## config.mk

```make
export PLATFORM = sky130hd
export DESIGN_NAME = uop_packer
export DESIGN_NICKNAME = d
export VERILOG_FILES = /design/src/rtl/uop_packer_pkg.sv /design/src/rtl/uop_packer.sv
export SDC_FILE = /design/constraint.sdc
export NUM_CORES = 1
export LEC_CHECK = 0
export BUFFER_PORTS_ARGS = -buffer_cell sky130_fd_sc_hd__buf_2
export CAP_MARGIN = 20
export CORE_ASPECT_RATIO = 1.75
export CORE_MARGIN = 3
export CORE_UTILIZATION = 53
export DETAILED_ROUTE_END_ITERATION = 8
export GPL_TIMING_DRIVEN = 0
export PLACE_DENSITY = 0.8
export SLEW_MARGIN = 20
export SYNTH_ARGS = -nofsm -noshare
export SYNTH_HDL_FRONTEND = slang
export SYNTH_SLANG_ARGS = --single-unit
```

## constraint.sdc

```tcl
create_clock -name CLK -period 2.7 [get_ports CLK]
set_input_delay 0.54 -clock CLK [delete_from_list [all_inputs] [get_ports CLK]]
set_output_delay 0.54 -clock CLK [all_outputs]
set_load 0.1 [all_outputs]
```

## src/rtl/uop_packer_pkg.sv

```systemverilog
// rtl/uop_packer_pkg.sv - shared uop constants for the packer and the 4-lane uop queue
//
// Purpose: one place for the uop width, the end-of-instruction flag position,
// the NOP encoding and the lane count, so packer and queue cannot disagree.
// Ports: none (package).
package uop_packer_pkg;

  localparam int UOP_W   = 39;
  localparam int EOI_BIT = 27;
  localparam int NLANES  = 4;

  // NOP is an empty uop that still closes its instruction (EOI set).
  localparam logic [UOP_W-1:0] NOP_UOP = 39'h0_0800_0000;

  // Overwrite the decoder's EOI bit with the packer's own view of it.
  function automatic logic [UOP_W-1:0] stamp_eoi(input logic [UOP_W-1:0] uop,
                                                 input logic             eoi);
    logic [UOP_W-1:0] r;
    r          = uop;
    r[EOI_BIT] = eoi;
    return r;
  endfunction

endpackage

```

## src/rtl/uop_packer.sv

```systemverilog
// rtl/uop_packer.sv - packs a serial uop stream into 4-lane rows for the uop queue
//
// Purpose: collects uops one per cycle into a row, stamps EOI on the last uop
// of each instruction, and writes the whole row to the queue in one cycle.
// Every instruction starts in lane 0; long instructions spill into new rows.
// Ports:
//   CLK, RST          clock, synchronous active-high reset
//   flush             synchronous pipeline flush, drops partial and pending rows
//   uop_in/valid/last serial uop stream from the decoder, uop_ready back-pressure
//   Q_full            queue full (OR of lane FIFO full flags)
//   OUT_uop0..3       row lanes to the queue
//   WR_EN0..3         per-lane write strobes to the queue
module uop_packer
  import uop_packer_pkg::*;
(
  input  logic             CLK,
  input  logic             RST,
  input  logic             flush,
  input  logic [UOP_W-1:0] uop_in,
  input  logic             uop_valid,
  input  logic             uop_last,
  output logic             uop_ready,
  input  logic             Q_full,
  output logic [UOP_W-1:0] OUT_uop0,
  output logic [UOP_W-1:0] OUT_uop1,
  output logic [UOP_W-1:0] OUT_uop2,
  output logic [UOP_W-1:0] OUT_uop3,
  output logic             WR_EN0,
  output logic             WR_EN1,
  output logic             WR_EN2,
  output logic             WR_EN3
);

  logic [NLANES-1:0][UOP_W-1:0] row_q, row_d;
  logic [NLANES-1:0]            lane_valid_q, lane_valid_d;
  logic [1:0]                   lane_cnt_q, lane_cnt_d;
  logic                         pending_q, pending_d;

  logic       kill;
  logic       drain;
  logic       accept;
  logic [1:0] idx;
  logic [NLANES-1:0] wr_en;

  always_comb begin
    kill   = RST || flush;
    drain  = pending_q && !Q_full && !kill;
    // Depends only on state and Q_full, never on uop_valid: no loop with the decoder.
    uop_ready = (!pending_q || !Q_full) && !kill;
    accept = uop_valid && uop_ready;

    row_d        = row_q;
    lane_valid_d = lane_valid_q;
    lane_cnt_d   = lane_cnt_q;
    pending_d    = pending_q;
    idx          = lane_cnt_q;

    if (drain) begin
      lane_valid_d = '0;
      pending_d    = 1'b0;
    end

    if (accept) begin
      // A uop accepted alongside a drain always opens a fresh row at lane 0.
      idx               = drain ? 2'd0 : lane_cnt_q;
      row_d[idx]        = stamp_eoi(uop_in, uop_last);
      lane_valid_d[idx] = 1'b1;
      if (uop_last || idx == 2'd3) begin
        pending_d  = 1'b1;
        lane_cnt_d = 2'd0;
      end else begin
        lane_cnt_d = idx + 2'd1;
      end
    end

    if (kill) begin
      lane_valid_d = '0;
      lane_cnt_d   = 2'd0;
      pending_d    = 1'b0;
    end
  end

  always_ff @(posedge CLK) begin
    if (RST) begin
      row_q        <= '0;
      lane_valid_q <= '0;
      lane_cnt_q   <= 2'd0;
      pending_q    <= 1'b0;
    end else begin
      row_q        <= row_d;
      lane_valid_q <= lane_valid_d;
      lane_cnt_q   <= lane_cnt_d;
      pending_q    <= pending_d;
    end
  end

  // Lanes are driven to zero outside a drain so the queue never sees stale rows.
  always_comb begin
    wr_en    = drain ? lane_valid_q : '0;
    WR_EN0   = wr_en[0];
    WR_EN1   = wr_en[1];
    WR_EN2   = wr_en[2];
    WR_EN3   = wr_en[3];
    OUT_uop0 = drain ? row_q[0] : '0;
    OUT_uop1 = drain ? row_q[1] : '0;
    OUT_uop2 = drain ? row_q[2] : '0;
    OUT_uop3 = drain ? row_q[3] : '0;
  end

endmodule

```

==> flow_metrics.tcl, run 1 <==
set metrics [dict create \
    fin_cells 1195 \
    maxCapViolCount 0 \
    ff2ff_setup_slack_ps 440 \
    vdd_drop_max_mv 0.384 \
    syn_inst 783 \
    critical_path.max_stage_delay_ps 410 \
    grt_first_pass_wirelength_um 32900 \
    timing.rr.end "row_q[66]" \
    initial_core_util_pct 54.5 \
    cts_root_buf "clkbuf_16" \
    wl_per_cell_um 18.5 \
    ys_warn_count 0 \
    syn_to_final_growth_pct 36.0 \
    crit_fanout 10 \
    grt_overflow_total 0 \
    cellLeakagePower_nw 4.75 \
    clk_path_buf_depth 2 \
    netlist_area_sq_um 7660 \
    routed_via_density 5.32 \
    drt_iter0_markers 309 \
    mostFrequentLayoutCells "dfxtp_1, nor2b_1, and2_1" \
    cts.clk_slew.worst_paths_ps 70 \
    gp_congestion 0.797 \
    final_layout_size_suffix_gt1_share_pct 43.8 \
    slew_headroom_pct 58.6 \
    ios 206 \
    clk_latency_ps 420 \
    die_y_um 165 \
    grt_pass1_vias 6226 \
    reg2regPathDepth 8 \
    yosys.area_share.simple_pct 26.9 \
    antenna_found_initial 0 \
    cp.required_ps 2160 \
    cts_tree "yes" \
    cts_max_level 4 \
    avgSynthCellArea_sq_um 9.78 \
    min_delay_path_depth 3 \
    critPathSlowestCell "dfxtp_2" \
    min_period_ps 2580 \
    synth.net_count 830 \
    ys_seq_area_share_pct 42.6 \
    core_sq_um 14000 \
    final_common_cell "dfxtp_1" \
    drv_slew 0 \
    dieArea_sq_um 16000 \
    io_buffers 203 \
    drcViolationCount 0 \
    rsz0062_at_grt "no" \
    placed_cells 1163 \
    cellPowerDensity_nw_per_um2 509 \
    worstMarginPinSlew_ps 621 \
    hold_class "input pin to register" \
    min_from "uop_in[34]" \
    fin_area_sq_um 10400 \
    grt_max_degree 17 \
    ys_ff_latch 163 \
    synth_cell_types 33 \
    cpMostUsedCell "buf_6" \
    vias 6359 \
    r2r-start "pending_q" \
    hold_buffers 0 \
    rows 57 \
    setup_viol 0 \
    ant_nets 0 \
    path_cells "nor4b_4 > buf_6 > buf_6 > clkbuf_4 > and2_2 > buf_6" \
    worstHoldEndpoint "row_q[151]" \
    cts_sinks 163 \
    pre_cts_slack_ps -252 \
    endpoint_kind "output port" \
    arrival_ps 2040 \
    antenna_cells 0 \
    finalCritPeriodShare_pct 95.6 \
    fin_skew_ps 12.6 \
    synth_xor_area_share_pct 0 \
    die_w_um 96.9 \
    synth_fa_ha_area_share_pct 0.327 \
    fmax_mhz 387 \
    outcome "complete, no violations" \
    worstSetupStartpointType "register" \
    grt_use_total_pct 26.0 \
    final_nets 1053 \
    worst_slack_ps 119 \
    fin_util_pct 74.1 \
    hold_violations 0 \
    numCtsBuffers 17 \
    synth_top_family_by_area "simple AND/OR/NAND/NOR gates" \
    firstDrtPassIters 4 \
    routed_wl_um 22100 \
    synth.mux.area_fraction_pct 18.6 \
    dp_hpwl_um 15200 \
    synth_compound_area_share_pct 6.41 \
    fin_tns_setup_ps 0 \
    placed_area_sq_um 8980 \
    crit_type "register to output port" \
]
## sequential cells by signal, indices dropped and copies added (netlist names)
signal / cells
lane_cnt_q: 2
row_q: 156
pending_q: 1
lane_valid_q: 4
## metal layers
metal  wire length (um)  global-route usage [%]  vias to the layer above
met3               1080                    4.48                       55
met5                  0                       0                        -
met2              12000                    48.6                      220
met1               8270                    28.5                     3067
li1                   -                       -                     3017
met4                715                    11.7                        0
## area by class of cell
cell class	count	area (sq um)
plain buffers	66	403
clock buffers	19	433
clock inverters	12	180
fillers	997	3630
inverters	8	30.0
multi-input cells	546	4090
flip-flops and latches	163	3260
well taps	177	221
repair buffers	204	1800
## worst max path at each step
stage / from / end / slack [ps] / cells after the start
floorplan: RST / OUT_uop0[0] / 30 / 5
global placement: flush / OUT_uop3[18] / -270 / 6
detailed placement: flush / OUT_uop3[18] / -250 / 6
CTS: pending_q / OUT_uop3[2] / 2 / 6
global route: pending_q / OUT_uop2[38] / 10 / 5
finish: pending_q / OUT_uop3[7] / 120 / 6
## worst max-delay path: cells and delay by family (launching register included)
kind	cells	cell delay, ps
buffers and inverters	4	780
and+or+nand+nor	2	430
DFF	1	410
## cells by family after synthesis
kind of cell,after synthesis
simple gates,337
buf+inv,74
flops,163
mux,117
fa+ha+maj,2
compound gates,90
## power breakdown
part,switching [mW],internal (mW)
Sequential,0.0179,2.44
Clock,1.01,1.55
Combinational,0.167,0.117
## per-stage QoR
stage | hold WS (ps) | power, mW
2_1_floorplan | 432 | 2.68
3_3_place_gp | 439 | 2.79
3_5_place_dp | 445 | 2.79
4_1_cts | 384 | 5.31
5_1_grt | 394 | 5.43
6_report | 390 | 5.30
## synth_stat cells, drive strengths merged
master	n	area, sq um
nand2	6	22.5
o2111ai	1	15.0
a22oi	1	7.51
and2	160	1000
nand2b	17	106
nor2b	103	644
mux2	102	1280
ha	2	25.0
o211ai	1	7.51
nand3	41	205
nor3b	1	7.51
or2	1	6.26
dfxtp	163	3260
nor2	3	11.3
a21oi	43	215
inv	8	30.0
nand3b	1	7.51
and3b	1	8.76
or3b	1	8.76
nor3	1	5.00
o21ai	40	200
a211oi	1	20.0
clkbuf	46	183
mux2i	15	150
a21boi	1	7.51
buf	20	181
o2bb2ai	2	17.5
nor4b	1	23.8
## repair_timing
item	in CTS	in global routing
pin swaps	0	0
resized for setup	211	74
setup buffers	0	1
endpoints found under the setup margin	160	132
Note: power is estimated with default switching activity, not from simulation.
==> run 2: changes to the inputs <==
ABC_AREA = 1   (was default)
CAP_MARGIN = default   (was 20)
CORE_MARGIN = default   (was 3)
==> run 2 against run 1 <==
Net effect:
- cell count up 35%
- critical path depth is 1 higher
- sequential cell count stayed put
- synthesized area up 0.38%
- first-iteration DRC count grew 69%
- combinational power up 13%
- maximum frequency decreased by 2.2%
- critical endpoint is now OUT_uop3[6]
==> flow_metrics.tcl, run 2 <==
set metrics [dict create \
    outcome "complete, no violations" \
    cellLeakagePower_nw 4.05 \
    cellPowerDensity_nw_per_um2 515 \
    avgSynthCellArea_sq_um 6.41 \
    numCtsBuffers 17 \
    post_cts_buffers 0 \
    synth_top_area_share_pct 42.5 \
    worstMarginPinSlew_ps 763 \
    cts_root_buf "clkbuf_16" \
    drcViolationCount 0 \
    vdd_drop_max_mv 0.657 \
    placed_cells 1580 \
    syn_to_final_growth_pct 34.6 \
    min_period_ps 2640 \
    dieArea_sq_um 15000 \
    synth.net_count 1247 \
    fmax_mhz 379 \
    synth_top_cell_by_area "dfxtp_1" \
    cts.clk_slew.worst_paths_ps 60 \
    rows 57 \
    ff2ff_setup_slack_ps 220 \
    netlist_area_sq_um 7690 \
    ios 206 \
    hold_buffers 0 \
    pre_cts_slack_ps -252 \
    setup_viol 0 \
    grt_overflow_total 0 \
    async_reset_ff_share_pct 0 \
    core_sq_um 14000 \
    cp.required_ps 2160 \
    hold_class "input pin to register" \
    ys_ff_latch 163 \
    largest_reg_flops 156 \
    initial_core_util_pct 54.7 \
    endpoint_kind "output port" \
    grt_use_total_pct 31.0 \
    final_layout_size_suffix_gt1_share_pct 28.6 \
    drt_iter0_markers 522 \
    cts_tree "yes" \
    fin_skew_ps 6.99 \
    grt_max_degree 17 \
    synthFlopType "dfxtp_1" \
    grt_pass1_vias 7470 \
    mostFrequentLayoutCells "inv_1, nor2_1, nand2_1" \
    synthTopCellsByArea "dfxtp_1, nor2_1, inv_1" \
    ys_seq_area_share_pct 42.5 \
    gp_congestion 0.887 \
    worstSetupStartpointType "register" \
    rsz0062_at_grt "yes" \
    antenna_found_initial 0 \
    vias 8147 \
    synthMostInstantiatedCell "nor2_1" \
    worst_slack_ps 60.3 \
    routed_via_density 5.05 \
    firstDrtPassIters 5 \
    grt_first_pass_wirelength_um 36100 \
    synth_common_cells "nor2_1, inv_1, nand2_1" \
    synth_cell_types 22 \
    antenna_cells 0 \
    die_y_um 161 \
    maxCapViolCount 0 \
    cts_sinks 163 \
    drv_slew 0 \
    io_buffers 203 \
    clk_path_buf_depth 2 \
    top_regs "row_q (156), lane_valid_q (4), lane_cnt_q (2)" \
    crit_fanout 10 \
    final_nets 1469 \
    slew_headroom_pct 49.2 \
    regMostFlops "row_q" \
    arrival_ps 2100 \
    crit_type "register to output port" \
    syn_inst 1200 \
    hold_violations 0 \
    finalCritPeriodShare_pct 97.8 \
    ant_nets 0 \
    clk_latency_ps 430 \
    synth_edf_count 0 \
    dp_hpwl_um 17400 \
    wl_per_cell_um 14.5 \
    ys_warn_count 0 \
    cts_max_level 4 \
    final_common_cell "inv_1" \
    fin_cells 1612 \
    fin_util_pct 73.6 \
    p_total_mw 5.33 \
    die_w_um 93.0 \
    routed_wl_um 23300 \
]
## run 2: cells by family after synthesis
logic type | count (synthesis) | share of synthesized area [%]
AO/OA/AOI/OAI | 90 | 5.94
adder cells (fa/ha/maj) | 2 | 0.326
buffers and inverters | 298 | 16.0
flip-flops | 163 | 42.5
AND/OR/NAND/NOR | 647 | 35.3
## run 2: layout make-up
| class | count | area [sq um] |
|---|---|---|
| plain buffers | 88 | 450 |
| flip-flops and latches | 163 | 3260 |
| well taps | 177 | 221 |
| inverters | 210 | 788 |
| repair buffers | 203 | 1510 |
| multi-input cells | 739 | 3490 |
| clock buffers | 19 | 453 |
| fillers | 1154 | 3700 |
| clock inverters | 13 | 173 |
## run 2: through the flow
| stage | instance area [sq um] | hold slack, ps | setup TNS, ps |
|---|---|---|---|
| final | 10300 | 410 | 0 |
| after detailed placement | 9200 | 452 | -11320 |
| after CTS | 10000 | 402 | -4.49 |
| after global routing | 10300 | 419 | -436 |
| after floorplan | 7960 | 439 | -20590 |
| after global placement | 9200 | 448 | -6980 |
## run 2: repair_timing
action,4_1_cts,5_1_grt
gates resized for setup,71,153
endpoints found under the setup margin,117,150
pin swaps,0,0
## run 2: metal layers
metal  wire (um)  track usage, %  up-vias
li1            -               -     4075
met1        8780            34.3     3684
met2       12300            56.3      315
met3        1270            5.18       73
met4         907            14.8        0
met5           0               0        -
## run 2: path summary, 6_finish.rpt
kind / from / to / cells past startpoint
max: pending_q / OUT_uop3[6] / 7
max reg2reg: lane_cnt_q[1] / row_q[115] / 8
min: uop_in[38] / row_q[116] / 3
min reg2reg: row_q[42] / row_q[42] / 2
## run 2: worst max-delay path, cell delays in order (launching register included)
cell and delay [ps]:
dfxtp_1 350, inv_2 40, nor2_2 160, nand2_4 140, clkbuf_4 250, buf_2 240
nor2_1 220, buf_6 260
## run 2: power breakdown
part	leakage (nW)	internal, mW	switching, mW	total (mW)
logic	2.43	0.0945	0.224	0.319
clock network	0.305	1.52	1.04	2.56
registers	1.32	2.44	0.0151	2.45
